File: config.mk
export PLATFORM = sky130hd
export DESIGN_NAME = am_insert_tx
export DESIGN_NICKNAME = d
export VERILOG_FILES = /design/src/rtl/am_insert_tx.sv
export SDC_FILE = /design/constraint.sdc
export NUM_CORES = 1
export LEC_CHECK = 0
export ABC_CLOCK_PERIOD_IN_PS = 2140
export CAP_MARGIN = 20
export CORE_AREA = 2 2 210 212
export DETAILED_ROUTE_END_ITERATION = 8
export DIE_AREA = 0 0 212 214
export SYNTH_ARGS = -nofsm -noshare
export SYNTH_HDL_FRONTEND = slang
export SYNTH_SLANG_ARGS = --single-unit
export TNS_END_PERCENT = 20
File: constraint.sdc
create_clock -name clk -period 2.14 [get_ports clk]
set_clock_uncertainty 0.15 [all_clocks]
set_input_delay 0.321 -clock clk [delete_from_list [all_inputs] [get_ports clk]]
set_output_delay 0.321 -clock clk [all_outputs]
set_load 0.01 [all_outputs]
File: src/rtl/am_insert_tx.sv
// 40GBASE-R TX alignment marker insertion: forwards 66b blocks on all lanes in lockstep,
// inserts one lane-specific AM every AM_GAP data blocks and maintains per-lane BIP3.
module am_insert_tx #(
    parameter int LANE_N  = 4,
    parameter int HEAD_W  = 2,
    parameter int DATA_W  = 64,
    parameter int BLOCK_W = HEAD_W + DATA_W,
    parameter int AM_GAP  = 16383
) (
    input  logic                      clk,
    input  logic                      nreset,
    input  logic                      valid_i,
    output logic                      ready_o,
    input  logic [LANE_N*BLOCK_W-1:0] block_i,
    output logic                      valid_o,
    input  logic                      ready_i,
    output logic                      am_v_o,
    output logic [LANE_N*BLOCK_W-1:0] block_o
);

    localparam int               CNT_W    = $clog2(AM_GAP + 1);
    localparam logic [CNT_W-1:0] GAP_LAST = CNT_W'(AM_GAP);

    logic                      r_valid;
    logic                      r_am_v;
    logic                      r_am_due;
    logic [CNT_W-1:0]          r_cnt;
    logic [LANE_N*BLOCK_W-1:0] r_block;
    logic [7:0]                r_bip [LANE_N];

    logic                      w_load;
    logic [CNT_W-1:0]          w_cnt_inc;
    logic [LANE_N*BLOCK_W-1:0] w_am_all;
    logic [7:0]                w_am_bip [LANE_N];
    logic [7:0]                w_in_bip [LANE_N];

    // Header bit 0 feeds BIP bit 3, header bit 1 feeds BIP bit 4; payload bits fold bytewise.
    function automatic logic [7:0] bip_fold(input logic [BLOCK_W-1:0] b);
        logic [7:0]        f;
        logic [DATA_W-1:0] d;
        f = '0;
        d = b[BLOCK_W-1:HEAD_W];
        for (int i = 0; i < DATA_W / 8; i++) begin
            f = f ^ d[8*i +: 8];
        end
        f[3] = f[3] ^ b[0];
        f[4] = f[4] ^ b[1];
        return f;
    endfunction

    function automatic logic [BLOCK_W-1:0] am_block(input int lane, input logic [7:0] bip);
        logic [23:0]       m;
        logic [DATA_W-1:0] d;
        case (lane)
            0:       m = 24'h47_76_90;
            1:       m = 24'hE6_C4_F0;
            2:       m = 24'h9B_65_C5;
            3:       m = 24'h3D_79_A2;
            default: m = 24'h00_00_00;
        endcase
        d = DATA_W'({~bip, ~m, bip, m});
        return {d, HEAD_W'(2'b01)};
    endfunction

    assign w_load    = ~r_valid | ready_i;
    assign ready_o   = w_load & ~r_am_due;
    assign w_cnt_inc = r_cnt + CNT_W'(1);

    always_comb begin
        w_am_all = '0;
        for (int l = 0; l < LANE_N; l++) begin
            w_am_all[l*BLOCK_W +: BLOCK_W] = am_block(l, r_bip[l]);
            w_am_bip[l] = bip_fold(w_am_all[l*BLOCK_W +: BLOCK_W]);
            w_in_bip[l] = r_bip[l] ^ bip_fold(block_i[l*BLOCK_W +: BLOCK_W]);
        end
    end

    // An AM restarts the BIP with its own fold; its BIP3 field carries the previous interval.
    always_ff @(posedge clk or negedge nreset) begin
        if (!nreset) begin
            r_valid  <= 1'b0;
            r_am_v   <= 1'b0;
            r_am_due <= 1'b1;
            r_cnt    <= '0;
            r_block  <= '0;
            for (int l = 0; l < LANE_N; l++) begin
                r_bip[l] <= '0;
            end
        end else if (w_load) begin
            if (r_am_due) begin
                r_valid  <= 1'b1;
                r_am_v   <= 1'b1;
                r_am_due <= 1'b0;
                r_cnt    <= '0;
                r_block  <= w_am_all;
                for (int l = 0; l < LANE_N; l++) begin
                    r_bip[l] <= w_am_bip[l];
                end
            end else if (valid_i) begin
                r_valid  <= 1'b1;
                r_am_v   <= 1'b0;
                r_am_due <= (w_cnt_inc == GAP_LAST);
                r_cnt    <= w_cnt_inc;
                r_block  <= block_i;
                for (int l = 0; l < LANE_N; l++) begin
                    r_bip[l] <= w_in_bip[l];
                end
            end else begin
                r_valid <= 1'b0;
            end
        end
    end

    assign valid_o = r_valid;
    assign am_v_o  = r_am_v;
    assign block_o = r_block;

endmodule

==> impl_metrics.yaml <==
sta:
  hold_ws_ps: 37.8
  setup_slack_ps: 95.5
  post-route-period-util_pct: 95.5
  finalSetupViolations: 0
  fin_setup_tns_ps: 0
  relSlewSlack_pct: 68.3
  fmax_ghz: 0.489
  rsz0062_at_grt: "no"
  final-hold-violation-count: 0
  slew_viol_final: 0
  tightest_slew_ps: 475
  period_minus_slack_ps: 2040
clock_tree:
  cts_tree: "built"
  cts_sinks: 313
  clock_latency_ps: 550
  cts_buffers: 38
  htreeDepth: 2
  clk_pin_slew_worst_paths_ps: 60
  clockRootBuffer: "clkbuf_16"
  clock_path_buffers: 3
place:
  routabilityCongestion: 0.847
  io_buffer_count: 534
  dp_hpwl_mm: 40.0
  pre_cts_slack_ps: -399
finish:
  nets: 2109
  multiInputGateArea_mm2: 0.00604
  final_common_cell: "clkdlybuf4s50_1"
  final_cell_mix: "clkdlybuf4s50_1 (531), dfrtp_1 (312), xnor2_1 (170)"
  post-route-util_pct: 52.2
  drive_above_1_share_pct: 10.1
  syn_to_final_growth_pct: 57.4
  regArea_mm2: 0.00784
  nFillCells: 3779
global_route:
  grt_max_degree: 52
  grt_pass1_wl_mm: 79.5
  track_usage_pct: 23.0
  overflow: 0
  antenna_found_initial: 2
  first_global_vias: 12900
power_and_ir_drop:
  leakagePower_nw: 9.12
  power.density_mw_per_mm2: 870
  peakVddDrop_v: 0.000548
  power.total_mw: 19.5
routing:
  vias_per_cell: 4.91
  via_count: 12100
  final_antenna_net_count: 0
  wirelength_mm: 52.6
  first_iter_violations: 610
  dr.pass1.iters: 5
  remaining_drc_errors: 0
  wl_per_cell_um: 21.4
floorplan:
  chipHeight_um: 214
  initial_core_util_pct: 33.2
  placementRows: 76
  ioPinCount: 535
  die_area_mm2: 0.0454
  core_area_mm2: 0.0429
  die_w_um: 212
worst_setup_path:
  critPathRequiredTime_ps: 1670
  crit_chain: "and2b_1 -> nor2_1 -> dlygate4sd2_1"
  crit_type: "flop to output port"
  arrival_ps: 1570
  endpoint_kind: "output port"
  max_stage_delay_ps: 400
  worstPathMaxFanout: 3
  start_kind: "flop"
  critPathTopFamily: "flip-flops"
  crit_buf_inv: 1
  path_depth: 3
  ff2ff_path_depth: 6
  critPathSlowestCell: "dfrtp_1"
synth:
  synth_warnings: 0
  synth_ff_type: "dfrtp_1"
  yosys.area.top_type_share_pct: 54.9
  synthesis.nets: 1508
  synth_area_leaders: "dfrtp_1 (55%), xnor2_1 (10%), a22o_1 (6.3%)"
  async_flop_share_pct: 100
  syn-cell-area_mm2: 0.0142
  yosysUniqueCellTypes: 39
  syn_inst: 1238
  syn_area_per_cell_um2: 11.5
  ys_seq_area_share_pct: 55.0
  synth_edf_count: 0
  synth_area_leader_cell: "dfrtp_1"
  ys_ff_latch: 313
outcome:
  status: "complete, no violations"
worst_hold_path:
  hold_class: "input pin to flop"
  holdPathStages: 2
flow_run:
  drv_cap: 0
==> area by class of cell <==
| type | count | area share (%) |
|---|---|---|
| antenna | 1 | 0.0112 |
| clock buffer | 57 | 5.25 |
| clock inverter | 11 | 0.402 |
| inverter | 8 | 0.134 |
| multi-input combinational | 830 | 26.9 |
| sequential | 313 | 35.0 |
| tap | 585 | 3.27 |
| timing repair buffer | 648 | 29.0 |
==> power breakdown <==
group | leakage [nW] | internal, mW | switching, mW
Clock | 0.628 | 3.92 | 2.63
Combinational | 4.78 | 3.03 | 2.28
Sequential | 3.72 | 6.92 | 0.720
Total | 9.12 | 13.9 | 5.62
==> flip-flops by register name, indices dropped and copies added, names as in the netlist <==
signal and cells:
valid_o 1, r_cnt 14, r_am_due 1, r_bip 32, am_v_o 1, block_o 264
==> synthesized netlist by cell type, types with 3 or more instances <==
cell type,n
a21boi_0,10
a21oi_1,53
a22o_1,102
and3_1,5
buf_1,8
buf_2,33
clkbuf_1,46
dfrtp_1,312
inv_1,7
mux2i_1,5
nand2_1,93
nand3_1,10
nand4_1,4
nor2_1,12
o21ai_0,49
o21ai_1,67
o22a_1,100
o22ai_1,43
o31ai_1,3
or3_1,27
or3b_1,3
xnor2_1,170
xnor2_2,3
xnor3_1,8
xor2_1,48
==> stage by stage <==
step	std cells	cell area, um2
2_1_floorplan	1238	14200
3_3_place_gp	2382	21100
3_5_place_dp	2382	21100
4_1_cts	2452	22400
5_1_grt	2453	22400
6_report	2453	22400
==> worst register-to-register path, delay by kind of cell, from the launching register on <==
kind / cells / cell delay (ps)
AO/OA/AOI/OAI: 1 / 90
buffers and inverters: 2 / 380
flip-flops: 1 / 610
AND/OR/NAND/NOR: 3 / 630
==> worst paths after layout <==
path / from / end / slack [ps]
setup / recovery: valid_o$_DFFE_PN0N_ / ready_o / 100
hold / removal: valid_i / valid_o$_DFFE_PN0N_ / 40
setup reg to reg: r_am_due$_DFFE_PN1N_ / r_bip[11]$_DFFE_PN0P_ / 160
hold reg to reg: block_o[263]$_DFFE_PN0P_ / block_o[263]$_DFFE_PN0P_ / 330
max in group asynchronous: nreset / block_o[14]$_DFFE_PN0P_ / 910
min in group asynchronous: nreset / block_o[176]$_DFFE_PN0P_ / 150
==> per-layer routing <==
metal  up-vias  wire length (um)  track usage [%]
met5         -                13                0
met4         2              1220             6.67
met3        77              3230             5.44
met2       383             25800             38.5
met1      5917             22300             29.4
li1       5676                 -                -
==> logic make-up (layout without fill, tap and decap cells) <==
logic type / Yosys count / count (layout) / synth area share [%]
simple gates: 161 / 161 / 5.34
xor+xnor: 229 / 229 / 15.0
other cells: 0 / 1 / 0
mux: 5 / 5 / 0.352
flops: 313 / 313 / 55.0
fa+ha+maj: 2 / 2 / 0.176
compound gates: 433 / 433 / 21.3
buf+inv: 95 / 724 / 2.80
==> what timing repair did <==
item                       4_1_cts  5_1_grt
hold buffers                     1        0
gates resized for setup          2        0
hold endpoints to repair       180        0
setup buffers                    1        0
setup endpoints to repair        1        0
No activity file was read; power rests on OpenSTA's default activity.
